$ cat config.mk
export PLATFORM = sky130hd
export DESIGN_NAME = addr_phase_ctrl
export DESIGN_NICKNAME = d
export VERILOG_FILES = /design/src/rtl/addr_phase_ctrl.sv
export SDC_FILE = /design/constraint.sdc
export NUM_CORES = 1
export LEC_CHECK = 0
export CAP_MARGIN = 20
export CORE_MARGIN = 10
export CORE_UTILIZATION = 54
export CTS_BUF_LIST = sky130_fd_sc_hd__clkbuf_4 sky130_fd_sc_hd__clkbuf_8 sky130_fd_sc_hd__clkbuf_16
export CTS_CLUSTER_SIZE = 28
export DETAILED_ROUTE_END_ITERATION = 6
export PLACE_DENSITY = 0.8
export SKIP_CTS_REPAIR_TIMING = 1
export SLEW_MARGIN = 20
export SYNTH_ARGS = -nofsm -noshare
export SYNTH_HDL_FRONTEND = slang
export SYNTH_SLANG_ARGS = --single-unit
$ cat constraint.sdc
create_clock -name clock -period 3.82 [get_ports clock]
set_clock_uncertainty 0.2 [all_clocks]
set_input_delay 0.955 -clock clock [delete_from_list [all_inputs] [get_ports clock]]
set_output_delay 0.955 -clock clock [all_outputs]
set_load 0.05 [all_outputs]
$ cat src/rtl/addr_phase_ctrl.sv
`default_nettype none
// +--------------------------------------------------------------------------+
// | addr_phase_ctrl : I2C master address-phase sequencer, 7/10-bit + retry   |
// | Revision: 1.0                                                            |
// +--------------------------------------------------------------------------+
module addr_phase_ctrl #(
  parameter int CSIZE     = 4,
  parameter int MODULE_ID = 0,
  parameter int MAX_RETRY = 3,
  parameter int RETRY_GAP = 16
) (
  input  logic             clock,
  input  logic             rst_n,
  input  logic             exec_addr,
  input  logic             ten_bit,
  input  logic             wr_or_rd,
  input  logic [9:0]       addr,
  output logic             exec_addr_finish,
  output logic             addr_ack_ok,
  output logic             addr_nack,
  output logic             addr_timeout,
  output logic [3:0]       retry_cnt,
  output logic             tras_cmd_vld,
  output logic [CSIZE-1:0] tras_cmd,
  input  logic             tras_cmd_ready,
  output logic [3:0]       tras_cmd_mid,
  output logic [1:0]       tras_cmd_proc_id,
  input  logic [3:0]       curr_mid,
  input  logic [1:0]       curr_proc_id,
  output logic             timeout_cnt_req,
  input  logic             timeout,
  input  logic             slaver_ack_ok,
  input  logic             slaver_nack
);

  localparam logic [CSIZE-1:0] c_cmd_idle  = CSIZE'(0);
  localparam logic [CSIZE-1:0] c_cmd_start = CSIZE'(1);
  localparam logic [CSIZE-1:0] c_cmd_one   = CSIZE'(2);
  localparam logic [CSIZE-1:0] c_cmd_zero  = CSIZE'(3);
  localparam logic [CSIZE-1:0] c_cmd_stop  = CSIZE'(4);
  localparam logic [CSIZE-1:0] c_cmd_ack   = CSIZE'(5);
  localparam logic [CSIZE-1:0] c_cmd_wr    = CSIZE'(6);
  localparam logic [CSIZE-1:0] c_cmd_rd    = CSIZE'(7);

  localparam logic [3:0] c_retry_max = 4'(MAX_RETRY);
  localparam logic [7:0] c_gap_last  = 8'(RETRY_GAP - 1);

  localparam logic [1:0] c_seg_first = 2'd0;
  localparam logic [1:0] c_seg_low   = 2'd1;
  localparam logic [1:0] c_seg_rpt   = 2'd2;

  typedef enum logic [3:0] {
    ST_IDLE, ST_START, ST_HDR, ST_RW, ST_ACK, ST_WAIT,
    ST_LOW, ST_STOP, ST_GAP, ST_FSH, ST_HOLD
  } state_t;

  state_t     r_state, w_state_nxt;
  logic [1:0] r_seg, w_seg_nxt;
  logic [2:0] r_bit, w_bit_nxt;
  logic [7:0] r_gap, w_gap_nxt;
  logic       r_fail_to, w_fail_to_nxt;
  logic       r_ten, r_wr;
  logic [9:0] r_addr;

  logic       w_latch;
  logic       w_ack_nxt, w_nack_nxt, w_to_nxt;
  logic [3:0] w_retry_nxt;
  logic [1:0] w_proc_nxt;
  logic       w_vld_nxt;
  logic [CSIZE-1:0] w_cmd_nxt;
  logic [7:0] w_hdr;
  logic [7:0] w_lo;
  logic       w_unused;

  assign tras_cmd_mid = 4'(MODULE_ID);
  assign w_unused     = ^{curr_mid, curr_proc_id};

  // Header byte: 7-bit address, or the 11110 prefix plus the two high bits.
  assign w_hdr = r_ten ? {1'b0, 5'b11110, r_addr[9:8]} : {1'b0, r_addr[6:0]};
  assign w_lo  = r_addr[7:0];

  always_comb begin
    w_state_nxt   = r_state;
    w_seg_nxt     = r_seg;
    w_bit_nxt     = r_bit;
    w_gap_nxt     = r_gap;
    w_fail_to_nxt = r_fail_to;
    w_retry_nxt   = retry_cnt;
    w_ack_nxt     = addr_ack_ok;
    w_nack_nxt    = addr_nack;
    w_to_nxt      = addr_timeout;
    w_proc_nxt    = tras_cmd_proc_id;
    w_latch       = 1'b0;

    if (!exec_addr && r_state != ST_IDLE && r_state != ST_HOLD) begin
      w_state_nxt = ST_IDLE;
      w_ack_nxt   = 1'b0;
      w_nack_nxt  = 1'b0;
      w_to_nxt    = 1'b0;
    end else begin
      case (r_state)
        ST_IDLE: if (exec_addr) begin
          w_state_nxt = ST_START;
          w_seg_nxt   = c_seg_first;
          w_retry_nxt = 4'd0;
          w_ack_nxt   = 1'b0;
          w_nack_nxt  = 1'b0;
          w_to_nxt    = 1'b0;
          w_latch     = 1'b1;
        end
        ST_START: if (tras_cmd_ready) begin
          w_state_nxt = ST_HDR;
          w_bit_nxt   = 3'd6;
        end
        ST_HDR: if (tras_cmd_ready) begin
          if (r_bit == 3'd0) w_state_nxt = ST_RW;
          else               w_bit_nxt   = r_bit - 3'd1;
        end
        ST_LOW: if (tras_cmd_ready) begin
          if (r_bit == 3'd0) w_state_nxt = ST_ACK;
          else               w_bit_nxt   = r_bit - 3'd1;
        end
        ST_RW:  if (tras_cmd_ready) w_state_nxt = ST_ACK;
        ST_ACK: if (tras_cmd_ready) w_state_nxt = ST_WAIT;
        ST_WAIT: begin
          if (slaver_ack_ok) begin
            if (r_seg == c_seg_first && r_ten) begin
              w_state_nxt = ST_LOW;
              w_seg_nxt   = c_seg_low;
              w_bit_nxt   = 3'd7;
            end else if (r_seg == c_seg_low && !r_wr) begin
              w_state_nxt = ST_START;
              w_seg_nxt   = c_seg_rpt;
            end else begin
              w_state_nxt = ST_FSH;
              w_ack_nxt   = 1'b1;
            end
          end else if (slaver_nack || timeout) begin
            w_state_nxt   = ST_STOP;
            w_fail_to_nxt = !slaver_nack;
          end
        end
        ST_STOP: if (tras_cmd_ready) begin
          if (retry_cnt < c_retry_max) begin
            w_state_nxt = ST_GAP;
            w_gap_nxt   = c_gap_last;
            w_retry_nxt = retry_cnt + 4'd1;
          end else begin
            w_state_nxt = ST_FSH;
            w_nack_nxt  = !r_fail_to;
            w_to_nxt    = r_fail_to;
          end
        end
        ST_GAP: begin
          if (r_gap == 8'd0) begin
            w_state_nxt = ST_START;
            w_seg_nxt   = c_seg_first;
          end else begin
            w_gap_nxt = r_gap - 8'd1;
          end
        end
        ST_FSH:  w_state_nxt = ST_HOLD;
        ST_HOLD: if (!exec_addr) w_state_nxt = ST_IDLE;
        default: w_state_nxt = ST_IDLE;
      endcase
    end

    // FSH lasts exactly one cycle, so entering it is the done event.
    if (w_state_nxt == ST_FSH) w_proc_nxt = tras_cmd_proc_id + 2'd1;
  end

  // Outputs are registered from the next state so a held command stays put.
  always_comb begin
    w_cmd_nxt = c_cmd_idle;
    w_vld_nxt = 1'b1;
    case (w_state_nxt)
      ST_START: w_cmd_nxt = c_cmd_start;
      ST_HDR:   w_cmd_nxt = w_hdr[w_bit_nxt] ? c_cmd_one : c_cmd_zero;
      ST_LOW:   w_cmd_nxt = w_lo[w_bit_nxt]  ? c_cmd_one : c_cmd_zero;
      ST_RW:    w_cmd_nxt = (w_seg_nxt == c_seg_rpt || (!r_ten && !r_wr)) ? c_cmd_rd : c_cmd_wr;
      ST_ACK:   w_cmd_nxt = c_cmd_ack;
      ST_STOP:  w_cmd_nxt = c_cmd_stop;
      default:  w_vld_nxt = 1'b0;
    endcase
  end

  always_ff @(posedge clock or negedge rst_n) begin
    if (!rst_n) begin
      r_state          <= ST_IDLE;
      r_seg            <= c_seg_first;
      r_bit            <= 3'd0;
      r_gap            <= 8'd0;
      r_fail_to        <= 1'b0;
      r_ten            <= 1'b0;
      r_wr             <= 1'b0;
      r_addr           <= 10'd0;
      exec_addr_finish <= 1'b0;
      addr_ack_ok      <= 1'b0;
      addr_nack        <= 1'b0;
      addr_timeout     <= 1'b0;
      retry_cnt        <= 4'd0;
      tras_cmd_vld     <= 1'b0;
      tras_cmd         <= c_cmd_idle;
      tras_cmd_proc_id <= 2'd0;
      timeout_cnt_req  <= 1'b0;
    end else begin
      r_state          <= w_state_nxt;
      r_seg            <= w_seg_nxt;
      r_bit            <= w_bit_nxt;
      r_gap            <= w_gap_nxt;
      r_fail_to        <= w_fail_to_nxt;
      if (w_latch) begin
        r_ten  <= ten_bit;
        r_wr   <= wr_or_rd;
        r_addr <= addr;
      end
      exec_addr_finish <= (w_state_nxt == ST_FSH);
      addr_ack_ok      <= w_ack_nxt;
      addr_nack        <= w_nack_nxt;
      addr_timeout     <= w_to_nxt;
      retry_cnt        <= w_retry_nxt;
      tras_cmd_vld     <= w_vld_nxt;
      tras_cmd         <= w_cmd_nxt;
      tras_cmd_proc_id <= w_proc_nxt;
      timeout_cnt_req  <= (w_state_nxt == ST_WAIT);
    end
  end

endmodule
`default_nettype wire

==> flow_metrics.py, run 1 <==
metrics = {
    "run_status": {
        "status": "finished, final reports clean",
    },
    "synth": {
        "syn_inst": 310,
        "ys_ff_latch": 45,
        "syn_avg_cell_area_um2": 9.449,
        "synth_warnings": 0,
        "ys_types": 73,
        "async_reset_ff_frac": 1.000,
        "synth_edf_count": 0,
        "ys_seq_area_frac": 0.3845,
        "synth_flop_cell": "dfrtp_1",
        "synthesis.area_um2": 2929,
    },
    "clock_tree": {
        "htreeDepth": 2,
        "numCtsBuffers": 5,
        "cts_buffer_depth": 2,
        "cts.sinks": 45,
        "cts_tree": "done",
        "clkTransAtPathRegs_ps": 100,
        "clock_latency_ps": 310,
        "cts-root-buf": "clkbuf_8",
    },
    "critical_path": {
        "startpoint_type": "input pin",
        "rr_worst_depth": 10,
        "path_class": "in2reg",
        "worstPathRequired_ps": 3810,
        "cp-end-kind": "flip-flop",
        "cp.arrival_ps": 3480,
        "path_max_fanout": 9,
    },
    "floorplan": {
        "die_area_um2": 8770,
        "initial_core_util": 0.5663,
        "pin_count": 45,
        "die_h_um": 93.65,
        "core-area_um2": 5172,
        "die-width_um": 93.65,
        "fp-row-count": 26,
    },
    "sta": {
        "fmax_mhz": 286.3,
        "hold_viol_final": 0,
        "min_period_ps": 3493,
        "fin_setup_tns_ps": 0,
        "maxSlewHeadroom": 0.3565,
        "worst_pin_slew_ps": 965.3,
        "setup_slack_ps": 327.1,
        "rsz0062_at_grt": "false",
        "post-route-period-util": 0.9144,
        "slew_violations": 0,
        "setup_violations": 0,
    },
    "final_layout": {
        "seq_area_um2": 1126,
        "drive_gt1_frac": 0.1710,
        "n_fill_cell": 417,
        "fin_area_um2": 3395,
        "antenna_cells": 0,
        "syn_to_final_growth_pct": 15.89,
        "instances_no_fill": 415,
        "nNetsFinal": 374,
        "multiInputGateArea_um2": 1612,
    },
    "placement": {
        "dp_slack_ps": 74.82,
        "io_buffers": 33,
        "place_area_um2": 3304,
        "dp.cells": 407,
        "gp_congestion": 0.9075,
        "hpwl_um": 5335,
    },
    "global_routing": {
        "grt_max_degree": 46,
        "first_global_vias": 2391,
        "grt_antenna_before_repair": 0,
        "gr-usage-all-layers": 0.1654,
        "grt_pass1_wl_um": 11910,
        "grt_overflow": 0,
    },
    "route": {
        "wire_per_inst_um": 17.18,
        "drc": 0,
        "drt-total-wl_um": 7130,
        "drt_iter0_drc": 162,
        "vias": 2495,
        "drtPass1Iterations": 5,
        "routed_via_density": 6.012,
        "final_antenna_net_count": 0,
    },
    "power_and_ir_drop": {
        "power_density_nw_per_um2": 788.3,
        "irDropWorstVdd_v": 0.0005381,
        "power_mw": 2.676,
        "cellLeakagePower_nw": 1.433,
    },
    "min_path": {
        "hp-class": "reg2reg",
        "hold_depth": 1,
    },
    "run": {
        "drv_cap": 0,
    },
}
==> placed cells by master, fill, tap and decap left out, drive strengths merged, types with 4 or more instances in the layout <==
cell type and instances:
and3 6, dfrtp 45, a31oi 4, or2 4
nor3 11, o22ai 5, o31ai 5, o21ai 16
inv 18, a211oi 4, and2 9, mux2i 7
xor2 4, ha 5, clkdlybuf4s50 32, conb 5
buf 13, nand2 19, clkbuf 5, nand4 6
a2111oi 5, nand3 6, nand2b 7, nor2 21
a21oi 18, mux2 15
==> stage by stage <==
stage / utilization / hold WS [ps]
floorplan: - / 254.7
global placement: 0.6388 / 263.2
detailed placement: 0.6388 / 284.9
CTS: 0.6563 / 304.8
global route: 0.6563 / 337.1
finish: 0.6563 / 297.5
==> critical path: stages <==
cell	delay (ps)
clkdlybuf4s50_1	530
and2b_1	250
and2_1	340
nand2b_1	90
a22oi_1	270
inv_1	90
a2111oi_0	530
a2111oi_2	110
a32oi_1	230
o31ai_2	90
==> power by group <==
| part | switching [mW] | total [mW] | internal, mW |
|---|---|---|---|
| logic | 0.828 | 1.48 | 0.655 |
| registers | 0.238 | 0.890 | 0.652 |
| clock network | 0.173 | 0.303 | 0.130 |
==> layer usage <==
metal | part of all wire | global-route usage | vias up
met1 | 0.46 | 0.2218 | 1210
li1 | - | - | 1197
met4 | 0.011 | 0.04684 | 0
met3 | 0.058 | 0.04237 | 7
met5 | 0 | 0 | -
met2 | 0.47 | 0.2570 | 81
==> final timing paths <==
check | start | end | slack, ps
min in group asynchronous | rst_n | r_seg[1]$_DFF_PN0_ | 590
setup / recovery | exec_addr | tras_cmd[0]$_DFF_PN0_ | 330
max in group asynchronous | rst_n | r_ten$_DFFE_PN0P_ | 2220
hold reg to reg | addr_ack_ok$_DFFE_PN0P_ | addr_ack_ok$_DFFE_PN0P_ | 300
setup reg to reg | r_bit[0]$_DFF_PN0_ | tras_cmd[0]$_DFF_PN0_ | 620
hold / removal | addr_ack_ok$_DFFE_PN0P_ | addr_ack_ok$_DFFE_PN0P_ | 300
==> cell families (layout without fill, tap and decap cells) <==
logic type / after synthesis / count (layout) / synth area share
buffers and inverters: 39 / 70 / 0.07048
flip-flops: 45 / 45 / 0.3845
XOR/XNOR: 6 / 6 / 0.02051
AO/OA/AOI/OAI: 81 / 81 / 0.2012
other: 1 / 5 / 0.001280
adder cells (fa/ha/maj): 5 / 5 / 0.02136
multiplexers: 22 / 22 / 0.08287
AND/OR/NAND/NOR: 111 / 111 / 0.2179
==> flip-flops by register name, summed over array words and instances (netlist names), 2 cells and up <==
| register | count |
|---|---|
| r_addr | 10 |
| r_seg | 2 |
| r_gap | 8 |
| r_bit | 3 |
| r_state | 4 |
| retry_cnt | 4 |
| tras_cmd | 3 |
| tras_cmd_proc_id | 2 |
==> final cells by class <==
type,instances,area share
Multi-Input combinational cell,230,0.4748
Sequential cell,45,0.3317
Timing Repair Buffer,45,0.1224
Tap cell,70,0.02580
Clock buffer,5,0.02027
Inverter,17,0.01880
Clock inverter,3,0.006266
==> cell usage after synthesis, types with 3 or more instances <==
master     number  share of area
a2111oi_0       4          0.012
a21oi_1        18          0.031
a31oi_1         4         0.0085
and2_1          8          0.017
and2b_1         3         0.0077
and3_1          6          0.013
buf_2           6          0.010
buf_4           6          0.015
buf_6           4          0.015
clkbuf_1        6         0.0077
dfrtp_1        45           0.38
ha_1            5          0.021
inv_1          15          0.019
mux2_2         14          0.054
mux2i_1         7          0.024
nand2_1        18          0.023
nand2b_1        7          0.015
nand3_1         6          0.010
nand3b_1        3         0.0077
nand4_1         6          0.013
nor2_1         21          0.027
nor3_1         10          0.017
o21ai_0        14          0.024
o22ai_1         5          0.011
o31ai_1         3         0.0077
or2_2           4         0.0085
xor2_1          3         0.0090
No activity file was read; power rests on OpenSTA's default activity.
==> run 2: changes to the inputs <==
--- a/config.mk
+++ b/config.mk
@@ -11,7 +11,8 @@
 export CTS_BUF_LIST = sky130_fd_sc_hd__clkbuf_4 sky130_fd_sc_hd__clkbuf_8 sky130_fd_sc_hd__clkbuf_16
 export CTS_CLUSTER_SIZE = 28
 export DETAILED_ROUTE_END_ITERATION = 6
-export PLACE_DENSITY = 0.8
+export GPL_ROUTABILITY_DRIVEN = 0
+export PLACE_DENSITY_LB_ADDON = 0.08
 export SKIP_CTS_REPAIR_TIMING = 1
 export SLEW_MARGIN = 20
 export SYNTH_ARGS = -nofsm -noshare
==> constraint.sdc (replaced) <==
create_clock -name clock -period 3.82 [get_ports clock]
set_clock_uncertainty 0.2 [all_clocks]
set_input_delay 0.573 -clock clock [delete_from_list [all_inputs] [get_ports clock]]
set_output_delay 0.573 -clock clock [all_outputs]
set_load 0.05 [all_outputs]
==> flow_metrics.py, run 2 (synthesis gave the netlist of run 1 again) <==
metrics = {
    "final_layout": {
        "layout_commonest_cell": "dfrtp_1",
        "syn_to_final_growth_pct": 16.83,
        "final_cell_mix": "45 x dfrtp_1, 32 x clkdlybuf4s50_1, 21 x nor2_1",
        "reg_top3": "r_addr (10), r_gap (8)",
        "nNetsFinal": 371,
        "instances_no_fill": 412,
        "largest_reg_flops": 10,
        "regMostFlops": "r_addr",
        "antenna_cells": 0,
        "drive_gt1_frac": 0.1637,
    },
    "route": {
        "top_layer": "met4",
        "drtPass1Iterations": 4,
        "drc": 0,
        "vias": 2434,
        "dr_wl_met3_um": 539,
        "final_antenna_net_count": 0,
        "wl_met1_um": 3339,
        "drt-total-wl_um": 6980,
        "drt_iter0_drc": 157,
        "met2_length_um": 3024,
        "wire_per_inst_um": 16.94,
        "routed_via_density": 5.908,
    },
    "critical_path": {
        "worstPathRequired_ps": 3840,
        "path_max_fanout": 18,
        "cp-end-kind": "flip-flop",
        "reg2reg_slack_ps": 660,
        "path_class": "reg2reg",
        "cp.arrival_ps": 3180,
        "startpoint_type": "flip-flop",
    },
    "sta": {
        "rsz0062_at_grt": "false",
        "slew_violations": 0,
        "setup_violations": 0,
        "post-route-period-util": 0.8272,
        "min_period_ps": 3160,
        "fmax_mhz": 316.5,
        "hold_viol_final": 0,
        "fin_setup_tns_ps": 0,
        "worst_pin_slew_ps": 646.5,
        "maxSlewHeadroom": 0.5578,
    },
    "floorplan": {
        "pin_count": 45,
        "die_area_um2": 8770,
        "fp-row-count": 26,
        "die-width_um": 93.65,
        "die_h_um": 93.65,
        "initial_core_util": 0.5663,
        "core-area_um2": 5172,
    },
    "global_routing": {
        "gr-usage-all-layers": 0.1640,
        "first_global_vias": 2353,
        "grt_pass1_wl_um": 11720,
        "grt_overflow": 0,
        "grt_max_degree": 46,
        "grt_antenna_before_repair": 0,
    },
    "placement": {
        "dp.cells": 404,
        "hpwl_um": 5125,
        "io_buffers": 33,
    },
    "clock_tree": {
        "cts_buffer_depth": 2,
        "clock_latency_ps": 310,
        "numCtsBuffers": 5,
        "htreeDepth": 2,
        "cts.sinks": 45,
        "clkTransAtPathRegs_ps": 90,
        "cts_tree": "done",
        "cts-root-buf": "clkbuf_8",
    },
    "power_and_ir_drop": {
        "power_density_nw_per_um2": 818.4,
        "irDropWorstVdd_v": 0.0004501,
        "cellLeakagePower_nw": 1.443,
    },
    "min_path": {
        "hp-class": "in2async",
    },
    "run": {
        "drv_cap": 0,
    },
    "run_status": {
        "status": "finished, final reports clean",
    },
}
run 2: cell count changes in the layout (fill, tap and decap cells not counted), sizes merged:
cell,before,now
clkinvlp,1,0
bufinv,0,2
buf,13,10
clkinv,1,0
run 2: metrics by stage:
step | utilization | hold slack [ps] | power, mW | setup WS, ps | area [um^2]
floorplan | - | 77.41 | 1.984 | 1053 | 2944
global placement | 0.6345 | 264.3 | 2.329 | 445.6 | 3282
detailed placement | 0.6345 | 264.4 | 2.352 | 432.0 | 3282
CTS | 0.6611 | 275.7 | 2.808 | 661.6 | 3420
global route | 0.6616 | 93.78 | 3.007 | 418.5 | 3422
finish | 0.6616 | 57.15 | 2.801 | 660.3 | 3422
run 2: worst paths after layout:
path	from	endpoint	cells past startpoint
max in group asynchronous	rst_n	r_wr$_DFFE_PN0P_	1
setup reg to reg	r_state[0]$_DFF_PN0_	tras_cmd[0]$_DFF_PN0_	8
hold reg to reg	tras_cmd_proc_id[1]$_DFFE_PN0P_	tras_cmd_proc_id[1]$_DFFE_PN0P_	1
setup / recovery	r_state[0]$_DFF_PN0_	tras_cmd[0]$_DFF_PN0_	8
hold / removal	rst_n	r_seg[0]$_DFF_PN0_	1
min in group clock	tras_cmd_proc_id[1]$_DFFE_PN0P_	tras_cmd_proc_id[1]$_DFFE_PN0P_	1
run 2: area by class of cell:
type	instances	area [um^2]
clock buffer	5	68.82
sequential	45	1126
fill	422	1750
tap	70	87.58
inverter	17	63.81
timing repair buffer	42	395.4
clock inverter	3	68.82
multi-input combinational	230	1612
run 2: report_power, final:
| group | leakage [nW] | total (mW) | internal, mW | switching (mW) |
|---|---|---|---|---|
| registers | 0.575 | 0.849 | 0.653 | 0.197 |
| logic | 0.799 | 1.51 | 0.651 | 0.864 |
| clock network | 0.0687 | 0.437 | 0.263 | 0.173 |
| total | 1.44 | 2.80 | 1.57 | 1.23 |
run 2: layer usage:
metal / GRT usage / up-vias
li1: - / 1193
met1: 0.2308 / 1155
met2: 0.2413 / 80
met3: 0.04476 / 6
met4: 0.04304 / 0
met5: 0 / -
run 2: critical path, stage by stage, from the launching register on:
cell	delay, ps
dfrtp_1	730
and4bb_1	350
nand2_1	140
a21oi_1	360
nand2b_1	330
mux2_4	340
a2111oi_2	290
a32oi_1	110
o31ai_2	230
